==> src/rtl/j_dsp_pkg.sv <==
// j_dsp_pkg: shared state encoding and gap counter width for the DSP run sequencer
package j_dsp_pkg;
    localparam int GAP_W = 4;
    typedef enum logic [2:0] {
        IDLE      = 3'd0,
        FETCH     = 3'd1,
        ISSUE     = 3'd2,
        GAP       = 3'd3,
        WAIT_DONE = 3'd4,
        STOPPED   = 3'd5
    } state_t;
endpackage

==> src/rtl/j_dsp_gap_cnt.sv <==
// j_dsp_gap_cnt: loadable down-counter with zero flag for inter-fetch gaps
module j_dsp_gap_cnt
    import j_dsp_pkg::*;
(
    input  logic             clk,
    input  logic             reset,
    input  logic             load,
    input  logic             en,
    input  logic [GAP_W-1:0] load_val,
    output logic             zero
);
    logic [GAP_W-1:0] cnt;
    always_ff @(posedge clk) begin
        if (reset) cnt <= '0;
        else if (load) cnt <= load_val;
        else if (en && cnt != '0) cnt <= cnt - 1'b1;
    end
    assign zero = (cnt == '0);
endmodule

==> src/rtl/j_dsp_run_seq.sv <==
// j_dsp_run_seq: run/single-step sequencer driving DSP instruction fetch and issue
module j_dsp_run_seq
    import j_dsp_pkg::*;
#(
    parameter int FETCH_GAP = 2
) (
    input  logic clk,
    input  logic reset,
    input  logic go,
    input  logic single_step,
    input  logic single_go,
    input  logic bus_hog,
    output logic ifetch_req,
    input  logic ifetch_ack,
    input  logic pipe_busy,
    output logic issue,
    input  logic exec_done,
    output logic single_stop
);
    localparam logic [GAP_W-1:0] GAP_LOAD = GAP_W'((FETCH_GAP > 0) ? FETCH_GAP - 1 : 0);
    localparam logic HAS_GAP = (FETCH_GAP > 0);
    state_t state, state_nxt;
    logic cnt_load, cnt_en, cnt_zero;
    j_dsp_gap_cnt u_gap_cnt (
        .clk     (clk),
        .reset   (reset),
        .load    (cnt_load),
        .en      (cnt_en),
        .load_val(GAP_LOAD),
        .zero    (cnt_zero)
    );
    always_ff @(posedge clk) begin
        if (reset) state <= IDLE;
        else state <= state_nxt;
    end
    always_comb begin
        state_nxt = state;
        cnt_load  = 1'b0;
        cnt_en    = 1'b0;
        case (state)
            IDLE:      state_nxt = go ? FETCH : IDLE;
            FETCH:     if (ifetch_ack) state_nxt = go ? ISSUE : IDLE;
            ISSUE: begin
                if (!go) state_nxt = IDLE;
                else if (!pipe_busy) begin
                    if (single_step) state_nxt = WAIT_DONE;
                    else if (!bus_hog && HAS_GAP) begin
                        state_nxt = GAP;
                        cnt_load  = 1'b1;
                    end else state_nxt = FETCH;
                end
            end
            GAP: begin
                if (!go) state_nxt = IDLE;
                else if (cnt_zero) state_nxt = FETCH;
                else cnt_en = 1'b1;
            end
            // go falling wins over a coincident exec_done
            WAIT_DONE: state_nxt = !go ? IDLE : (exec_done ? STOPPED : WAIT_DONE);
            STOPPED:   state_nxt = !go ? IDLE : ((!single_step || single_go) ? FETCH : STOPPED);
            default:   state_nxt = IDLE;
        endcase
    end
    assign ifetch_req  = (state == FETCH);
    assign issue       = (state == ISSUE) && go && !pipe_busy;
    assign single_stop = (state == STOPPED);
endmodule

==> config.mk <==
export PLATFORM = sky130hd
export DESIGN_NAME = j_dsp_run_seq
export DESIGN_NICKNAME = d
export VERILOG_FILES = /design/src/rtl/j_dsp_pkg.sv /design/src/rtl/j_dsp_gap_cnt.sv /design/src/rtl/j_dsp_run_seq.sv
export SDC_FILE = /design/constraint.sdc
export NUM_CORES = 1
export LEC_CHECK = 0
export BUFFER_PORTS_ARGS = -buffer_cell sky130_fd_sc_hd__buf_4
export CAP_MARGIN = 10
export CORE_AREA = 8 8 45 47
export DETAILED_ROUTE_END_ITERATION = 6
export DIE_AREA = 0 0 53 55
export PLACE_DENSITY_LB_ADDON = 0.1
export SLEW_MARGIN = 20
export SYNTH_ARGS = -nofsm -noshare
export SYNTH_HDL_FRONTEND = slang
export SYNTH_HIERARCHICAL = 1
export SYNTH_SLANG_ARGS = --single-unit
export TNS_END_PERCENT = 50
==> constraint.sdc <==
create_clock -name clk -period 3.3 [get_ports clk]
set_clock_uncertainty 0.15 [all_clocks]
set_input_delay 0.66 -clock clk [delete_from_list [all_inputs] [get_ports clk]]
set_output_delay 0.66 -clock clk [all_outputs]
set_load 0.005 [all_outputs]
==> results of run 1 <==
## Yosys cell counts, drive strengths merged
cell type  number  area [sq um]
ha              1         12.51
a211oi          1         7.510
nand2           5         18.77
nand3           1         5.000
nor4            2         12.51
a311oi          2         17.52
o2111ai         1         8.760
nor2            6         22.52
o22ai           1         6.260
conb            2         7.510
a21oi           3         15.01
buf             2         15.01
inv             8         30.03
dfxtp           7         140.1
nor4b           1         15.01
a211o           1         8.760
a21boi          1         7.510
a31oi           2         12.51
o21ai           2         10.01
nor3            4         20.02
a311o           1         10.01
a21o            1         7.510
nand3b          2         15.01
o41a            1         12.51
and3            2         12.51
a2111oi         1         27.53
mux2i           1         10.01
nand4b          1         8.760
nor3b           2         15.01
nor2b           1         6.260
or3b            1         11.26
## routing by layer
metal,part of all wire [%],up-vias
met4,1.6,0
met3,8.4,2
li1,-,277
met5,0,-
met1,43,231
met2,47,14
## power by group
part / internal, mW / leakage (nW) / switching, mW / total (mW)
Combinational: 0.0143 / 0.175 / 0.0127 / 0.0270
Sequential: 0.0863 / 0.0567 / 0.00357 / 0.0899
Clock: 0.0460 / 0.0150 / 0.0289 / 0.0749
Total: 0.147 / 0.246 / 0.0452 / 0.192
## per-stage QoR
step	setup WS [ps]	hold slack [ps]	instances
after floorplan	939.6	334.4	69
after global placement	928.3	384.6	95
after detailed placement	891.0	374.2	95
after CTS	1073	384.8	99
after global routing	871.0	444.9	99
final	1062	382.2	99
## logic make-up after synthesis
logic type,Yosys count
AO/OA/AOI/OAI,18
AND/OR/NAND/NOR,28
adder cells (fa/ha/maj),1
other,2
flip-flops,7
multiplexers,1
buffers and inverters,10
## flip-flops by register name, summed over array words and instances (netlist names)
name / cells
u_gap_cnt/cnt: 4
state: 3
## layout make-up
cell class                      count  area, sq um  area share (%)
Multi-Input combinational cell     52        351.6           53.42
Sequential cell                     7        140.1           21.29
Timing Repair Buffer               12        90.09           13.69
Inverter                            8        30.03           4.563
Clock buffer                        4        26.28           3.992
Tap cell                           16        20.02           3.042
## worst max-delay path by stage
stage                     depth (start not counted)  slack, ps          endpoint              from
after floorplan                                   8        940  u_gap_cnt/cnt[3]  u_gap_cnt/cnt[1]
after global placement                            6        930  u_gap_cnt/cnt[1]                go
after detailed placement                          6        890  u_gap_cnt/cnt[1]                go
after CTS                                         9       1070  u_gap_cnt/cnt[3]  u_gap_cnt/cnt[1]
after global routing                              9        870  u_gap_cnt/cnt[3]  u_gap_cnt/cnt[0]
final                                             9       1060  u_gap_cnt/cnt[3]  u_gap_cnt/cnt[1]
## critical path, stage by stage (launching register included)
cell	delay, ps
dfxtp_1	340
inv_1	80
ha_1	230
or3b_4	290
inv_1	70
nor3_1	190
buf_4	190
nor4b_2	250
mux2i_1	120
a211oi_1	230
==> summary.txt, run 1 <==
Global routing
  • Met1 GRT Util: under 10%
  • Vias in the first global route: 484
  • First-pass GRT wire length: 1973 um
  • Routing usage on met2: 15.82%
  • Grt met3 use: under 10%
  • Global route overflow: 0
  • GRT Total Usage: a little under a tenth
  • Gr busiest metal: met2
  • Initial antenna violation count: 0
  • Largest net degree at the start of global routing: 12

Worst hold path
  • Hold depth: 2
  • Hold Crit Start: u_gap_cnt/cnt[2]
  • End of the worst hold path: u_gap_cnt/cnt[2]
  • Hold Crit Class: reg -> reg

Pwr
  • Peak supply drop: 180.4 uV
  • Total power: 191.8 uW
  • Pleak: 0.2462 nW
  • Pwr/cell area: 291.4 mW/mm^2

Logic synthesis
  • Syn_area_per_cell: 7.899 sq um
  • Distinct cells, synth: 31
  • Mux cell area share after synthesis: 1.891%
  • Largest family of logic cells by synthesized area: simple AND/OR/NAND/NOR gates
  • Cells after Synth: 67
  • XOR/XNOR share of the synthesized area: 0%
  • Area share of and/or/nand/nor cells after synthesis: 30.73%
  • Synth Register Bits: 7
  • Post-Syn Area: 529.3 sq um
  • Seq/Total Area, Yosys: around a quarter
  • Area share of fa/ha/maj cells after synthesis: 2.364%
  • Compound-Gate Fraction of Synth Area: roughly 29%
  • Synth warnings: 6

Clocking
  • CTS sink cnt: 7
  • H-tree level count: 1
  • Post-CTS Setup Bufs: 0
  • Root buffer cell: clkbuf_4
  • CTS tree: done
  • CTS clk-pin slew, worst paths: 50 ps
  • Total CTS buffers: 3
  • Worst-skew pair later-pin latency: 250 ps
  • Post-cts resize count: 0
  • Hold Buf Count CTS: 0
  • Clock Tree Buf Depth: 2

Setup path
  • Maximum fanout along the worst path: 7
  • Worst Path Required: approximately 3300 ps
  • R2r setup slk: approximately 1100 ps
  • FF-to-FF Start: u_gap_cnt/cnt[1]
  • Startpoint Class: flop
  • Crit Path Class: reg -> reg
  • Reg2Reg Depth: 9
  • RR Endpoint: u_gap_cnt/cnt[3]
  • Crit path capture type: flop
  • Arrival @ worst endpoint: 2250 ps

Layout
  • Final instance area: 658.1 sq um
  • Final net count: 94
  • Fraction of final layout cells sized beyond drive strength 1: 22.89%
  • Most common cell after layout, fill and taps aside: buf_4
  • Antenna diode instance count: 0
  • Most frequent cells in the layout: 12 x buf_4, 8 x inv_1, 7 x dfxtp_1
  • Core Util, Final: 47.56%
  • Area Overhead vs Synth: 24.35%
  • Filler cells: 143

STA
  • Slew HR: around 56%
  • RSZ-0062 raised after global routing: no
  • Total negative slack: 0 ps
  • Max-slew violation count: 0
  • Final setup viols: 0
  • Min Clock Period, post-route: about 2200 ps
  • Fmax achieved: approximately 0.45 GHz
  • Final Hold Fails: 0
  • Final period util: 67.82%
  • Worst-Margin Slew: 662.8 ps

Floorplanning
  • Die area: 0.002915 sq mm
  • Die Width: 53 um
  • CORE AREA: 0.001384 sq mm
  • Height of the die: 55 um
  • Cell Rows: 14
  • Starting Density: a little under two fifths
  • I/O pin count: 12

Placed design
  • # port buffers: 11
  • Post-DP HPWL: 932.9 um
  • Placer Congestion: 0.8622
  • Cell Area, Placed: 631.9 sq um

Drt
  • WL final: around 1200 um
  • Iteration-0 DRC Markers: 2
  • Number of routed nets with antenna violations: 0
  • First-pass DRT Iterations: 4
  • DRC viols: 0
  • Via density: 5.293
  • Routed length per placed instance: about 12 um
  • Via Count: 524

Outcome
  • Outcome: complete, no violations

Flow run
  • Max-Cap Viols: 0
(Power assumes the default switching activity.)
==> inputs of run 2 (changes only) <==
- clock period: 3.3 -> 2.3 ns (I/O delays scaled with it)
==> run 2 against run 1 <==
Sequential share of layout area shrank 0.63 points. Sequential power grew 43%. Power grew 45%.
==> summary.txt, run 2 (same netlist as run 1, synthesis figures left out) <==
Outcome
  • Outcome: complete, no violations

Layout
  • Reg with most FFs: u_gap_cnt/cnt
  • Final net count: between 90 and 100
  • Fraction of final layout cells sized beyond drive strength 1: 25.88%
  • Non-Filler Instances: just over 100
  • Area Overhead vs Synth: 28.13%
  • Most frequent cells in the layout: 14 x buf_4, 8 x inv_1, 7 x dfxtp_1
  • Final instance area: slightly below 700 sq um
  • Antenna diode instance count: 0
  • Max reg flops: 4
  • Core Util, Final: 49.01%
  • Largest regs: u_gap_cnt/cnt (4), state (3)
  • Most common cell after layout, fill and taps aside: buf_4

Setup path
  • Maximum fanout along the worst path: 6
  • Worst Path Required: 2290 ps
  • Crit path capture type: flop
  • CP Cell Sequence: inv_1, ha_1, or3b_4, inv_1, nor3_2, buf_4, nand2_1, nand2_1, a311oi_1
  • Arrival @ worst endpoint: 2070 ps
  • Crit Path Class: reg -> reg
  • CP max-delay cell: or3b_4
  • Startpoint Class: flop
  • Crit path largest cell delay: 440 ps

STA
  • Fmax achieved: approximately 0.48 GHz
  • Min Clock Period, post-route: about 2100 ps
  • Max-slew violation count: 0
  • Final setup viols: 0
  • Final period util: 90.27%
  • Total negative slack: 0 ps
  • Final Hold Fails: 0
  • RSZ-0062 raised after global routing: no

Global routing
  • First-pass GRT wire length: 2111 um
  • Largest net degree at the start of global routing: 12
  • Vias in the first global route: 514
  • Initial antenna violation count: 0
  • GRT Total Usage: 9.623%
  • Global route overflow: 0

Drt
  • Via density: 5.307
  • Via Count: approximately 540
  • Iteration-0 DRC Markers: 6
  • WL final: 1234 um
  • Routed length per placed instance: 12.22 um
  • First-pass DRT Iterations: 4
  • Number of routed nets with antenna violations: 0
  • DRC viols: 0

Pwr
  • Pwr/cell area: around 400 mW/mm^2
  • Peak supply drop: ~260 uV
  • Pleak: 0.2571 nW
  • Total power: 278.1 uW

Floorplanning
  • CORE AREA: 0.001384 sq mm
  • Die area: 0.002915 sq mm
  • Starting Density: 38.25%
  • Die Width: about 53 um
  • Cell Rows: 14
  • Height of the die: ~55 um
  • I/O pin count: 12

Clocking
  • Clock Tree Buf Depth: 2
  • Total CTS buffers: 3
  • H-tree level count: 1
  • Post-cts resize count: 0
  • Hold Buf Count CTS: 0
  • Worst-skew pair later-pin latency: 250 ps
  • CTS clk-pin slew, worst paths: 60 ps
  • CTS tree: done
  • Root buffer cell: clkbuf_4
  • Post-CTS Setup Bufs: 0
  • CTS sink cnt: 7

Placed design
  • Placer Congestion: 0.7909
  • Placed cells: 97
  • Cell Area, Placed: 651.9 sq um
  • Post-DP HPWL: 962.2 um
  • # port buffers: 11

Worst hold path
  • Hold Crit Class: in -> reg

Flow run
  • Max-Cap Viols: 0
[run 2: cell types whose count changed in the layout (fill, tap and decap cells not counted), sizes merged]
cell and change:
buf +2
[run 2: area by class of cell]
cell class / instances / area, sq um
fillers: 151 / 705.7
repair buffers: 14 / 105.1
multi-input cells: 52 / 356.6
flip-flops and latches: 7 / 140.1
inverters: 8 / 30.03
clock buffers: 4 / 26.28
well taps: 16 / 20.02
[run 2: power by group]
| part | switching (mW) | total (mW) | internal [mW] | leakage [nW] |
|---|---|---|---|---|
| clock | 0.0439 | 0.110 | 0.0661 | 0.0150 |
| combinational | 0.0188 | 0.0395 | 0.0207 | 0.186 |
| sequential | 0.00490 | 0.129 | 0.124 | 0.0567 |
[run 2: worst max-delay path, delay by kind of cell (launching register included)]
family	cells	cell delay, ps
simple gates	4	610
buf+inv	3	410
flops	1	310
compound gates	1	270
fa+ha+maj	1	220
[run 2: final timing paths]
| kind | from | to | slack (ps) | cells past startpoint |
|---|---|---|---|---|
| worst max-delay path | u_gap_cnt/cnt[1] | u_gap_cnt/cnt[2] | 220 | 9 |
| worst min-delay path | reset | state[1] | 310 | 2 |
| worst max register to register | u_gap_cnt/cnt[1] | u_gap_cnt/cnt[2] | 220 | 9 |
| worst min register to register | u_gap_cnt/cnt[2] | u_gap_cnt/cnt[2] | 400 | 2 |
[run 2: per-layer routing]
metal  global-route usage [%]  wire length (um)  up-vias
met5                        0                 0        -
met4                    5.172                11        0
met3                    3.476               102        2
met2                    17.19               608       14
met1                    9.589               512      241
li1                         -                 -      279
[run 2: per-stage QoR]
step                worst slack, ps  hold WS [ps]
floorplan                     162.6         334.4
finish                        223.7         308.6
CTS                           226.6         305.7
global placement              245.5         370.8
global route                  62.47         317.1
detailed placement            268.2         379.0
==> inputs of run 3 (changes only) <==
- ABC_AREA: default -> 1
==> run 3 against run 2 <==
Sequential cell count unchanged. Critical endpoint is now issue. Largest cell class unchanged. Highest routed layer unchanged. Power increased by 5.3%. Clock-buffer cell count unchanged. Critical path type is now reg -> out.
==> summary.txt, run 3 <==
Floorplanning
  • CORE AREA: 0.001384 sq mm
  • Starting Density: 41.14%
  • Height of the die: 55 um
  • I/O pin count: 12
  • Cell Rows: 14
  • Die area: about 0.0029 sq mm
  • Die Width: roughly 53 um

Logic synthesis
  • Synth Register Bits: 7
  • Synth warnings: 6
  • Top cells by count, synth: 20 x nand2_1, 16 x nor2_1, 15 x inv_1
  • Syn_area_per_cell: 5.930 sq um
  • Cells after Synth: 96
  • Area share of fa/ha/maj cells after synthesis: 2.198%
  • Area share of and/or/nand/nor cells after synthesis: 46.59%
  • Prevailing post-synth register cell: dfxtp_1
  • Distinct cells, synth: 23
  • Compound-Gate Fraction of Synth Area: 10.33%
  • Count of flip-flops with a built-in enable after synthesis: 0
  • Most common cell in the synthesized netlist: nand2_1
  • Async SR Flop Fraction: 0%
  • Post-Syn Area: approximately 570 sq um
  • Largest family of logic cells by synthesized area: simple AND/OR/NAND/NOR gates
  • Yosys top cell by area: dfxtp_1
  • Mux cell area share after synthesis: 0%
  • Top cells by area, synth: dfxtp_1 25%, nand2_1 13%, nor2_1 11%, inv_1 9.9%, nand3_1 6.2%
  • Seq/Total Area, Yosys: 24.62%
  • Top cell type's share of synthesized area: 24.62%
  • XOR/XNOR share of the synthesized area: under 10%

Drt
  • Number of routed nets with antenna violations: 0
  • WL final: 1222 um
  • First-pass DRT Iterations: 2
  • DRC viols: 0
  • Via Count: 565
  • Iteration-0 DRC Markers: 7
  • Via density: approximately 4.4
  • Routed length per placed instance: 9.473 um

Layout
  • Area Overhead vs Synth: 23.96%
  • Fraction of final layout cells sized beyond drive strength 1: around 26%
  • Filler cells: ~160
  • Final net count: 124
  • Largest regs: u_gap_cnt/cnt (4), state (3)
  • Core Util, Final: 50.99%
  • Antenna diode instance count: 0
  • Reg with most FFs: u_gap_cnt/cnt
  • Most frequent cells in the layout: 20 x nand2_1, 16 x nor2_1, 15 x inv_1
  • Most common cell after layout, fill and taps aside: nand2_1
  • Max reg flops: 4
  • Non-Filler Instances: 129

Global routing
  • Vias in the first global route: 554
  • First-pass GRT wire length: between 2000 and 2500 um
  • GRT Total Usage: 9.934%
  • Global route overflow: 0
  • Largest net degree at the start of global routing: 8
  • Initial antenna violation count: 0

Placed design
  • Placer Congestion: just over 0.8
  • # port buffers: 11
  • Pre-CTS setup slack: between 500 and 600 ps
  • Post-DP HPWL: 1025 um
  • Placed cells: 125

Setup path
  • Worst Path Required: ~1700 ps
  • CP Cell Sequence: nor2_2, nand2_1, nor2_1, buf_4
  • Crit path capture type: primary output
  • Bufs and invs on worst path: 1
  • RR Endpoint: u_gap_cnt/cnt[1]
  • Startpoint Class: flop
  • Crit path largest cell delay: 380 ps
  • Reg2Reg Depth: 12
  • CP max-delay cell: dfxtp_1
  • R2r setup slk: 580 ps
  • Arrival @ worst endpoint: around 1100 ps
  • Maximum fanout along the worst path: 6
  • FF-to-FF Start: u_gap_cnt/cnt[0]
  • CP delay by family, top: simple AND/OR/NAND/NOR gates
  • Crit Path Class: reg -> out

Pwr
  • Pwr/cell area: slightly above 400 mW/mm^2
  • Peak supply drop: 223.7 uV
  • Pleak: 0.3683 nW

Clocking
  • Total CTS buffers: 3
  • Root buffer cell: clkbuf_4
  • CTS sink cnt: 7
  • Worst-skew pair later-pin latency: 250 ps
  • Hold Buf Count CTS: 0
  • Post-cts resize count: 0
  • Clock Tree Buf Depth: 2
  • CTS clk-pin slew, worst paths: 50 ps
  • Post-CTS Setup Bufs: 0
  • H-tree level count: 1
  • CTS tree: done

STA
  • Max-slew violation count: 0
  • Min Clock Period, post-route: 1745 ps
  • Final period util: about three quarters
  • Final setup viols: 0
  • Final Hold Fails: 0
  • RSZ-0062 raised after global routing: no
  • Total negative slack: 0 ps
  • Fmax achieved: 0.5730 GHz
  • Min Hold Slack: 258.3 ps
  • Worst Slack Setup Final: between 500 and 600 ps

Worst hold path
  • Hold depth: 2
  • Hold Crit Start: reset
  • End of the worst hold path: u_gap_cnt/cnt[3]
  • Hold Crit Class: in -> reg

Flow run
  • Max-Cap Viols: 0

Outcome
  • Outcome: complete, no violations
run 3: cell count changes after synthesis, sizes merged, moves of 3 or more:
cell	change
nor2	+13
nor3	-3
nand2	+18
nand3	+9
o21ai	+3
inv	+10
run 3: kinds of logic (layout without fill, tap and decap cells):
kind of cell	Yosys count	in the layout
other	2	4
buffers and inverters	20	35
AND/OR/NAND/NOR	55	55
XOR/XNOR	1	1
adder cells (fa/ha/maj)	1	1
flip-flops	7	7
AO/OA/AOI/OAI	10	10
run 3: worst max-delay path by stage:
stage,startpoint,slack [ps],depth (start not counted),end
2_1_floorplan,go,730,8,u_gap_cnt/cnt[3]
3_3_place_gp,go,540,10,u_gap_cnt/cnt[1]
3_5_place_dp,go,520,9,u_gap_cnt/cnt[3]
4_1_cts,state[0],530,4,issue
5_1_grt,state[0],400,3,single_stop
6_report,state[0],550,4,issue
run 3: cell type report:
type	instances	area, sq um	area share [%]
Clock buffer	4	26.28	3.723
Inverter	20	76.32	10.82
Multi-Input combinational cell	71	360.3	51.06
Sequential cell	7	140.1	19.86
Tap cell	16	20.02	2.837
Timing Repair Buffer	11	82.58	11.70
run 3: power by group:
group          total, mW  switching [mW]  internal (mW)
Sequential         0.130         0.00506          0.125
Combinational     0.0513          0.0275         0.0238
Clock              0.112          0.0457         0.0662
run 3: through the flow:
step           area (sq um)  power [mW]
2_1_floorplan         576.8      0.1614
3_3_place_gp          679.4      0.1843
3_5_place_dp          679.4      0.1840
4_1_cts               705.7      0.2990
5_1_grt               705.7      0.3149
6_report              705.7      0.2928
run 3: layer usage:
metal	GRT usage [%]	routed length (um)	up-vias
li1	-	-	322
met1	9.242	518	236
met2	17.38	634	5
met3	3.743	62	2
met4	7.759	8	0
met5	0	0	-
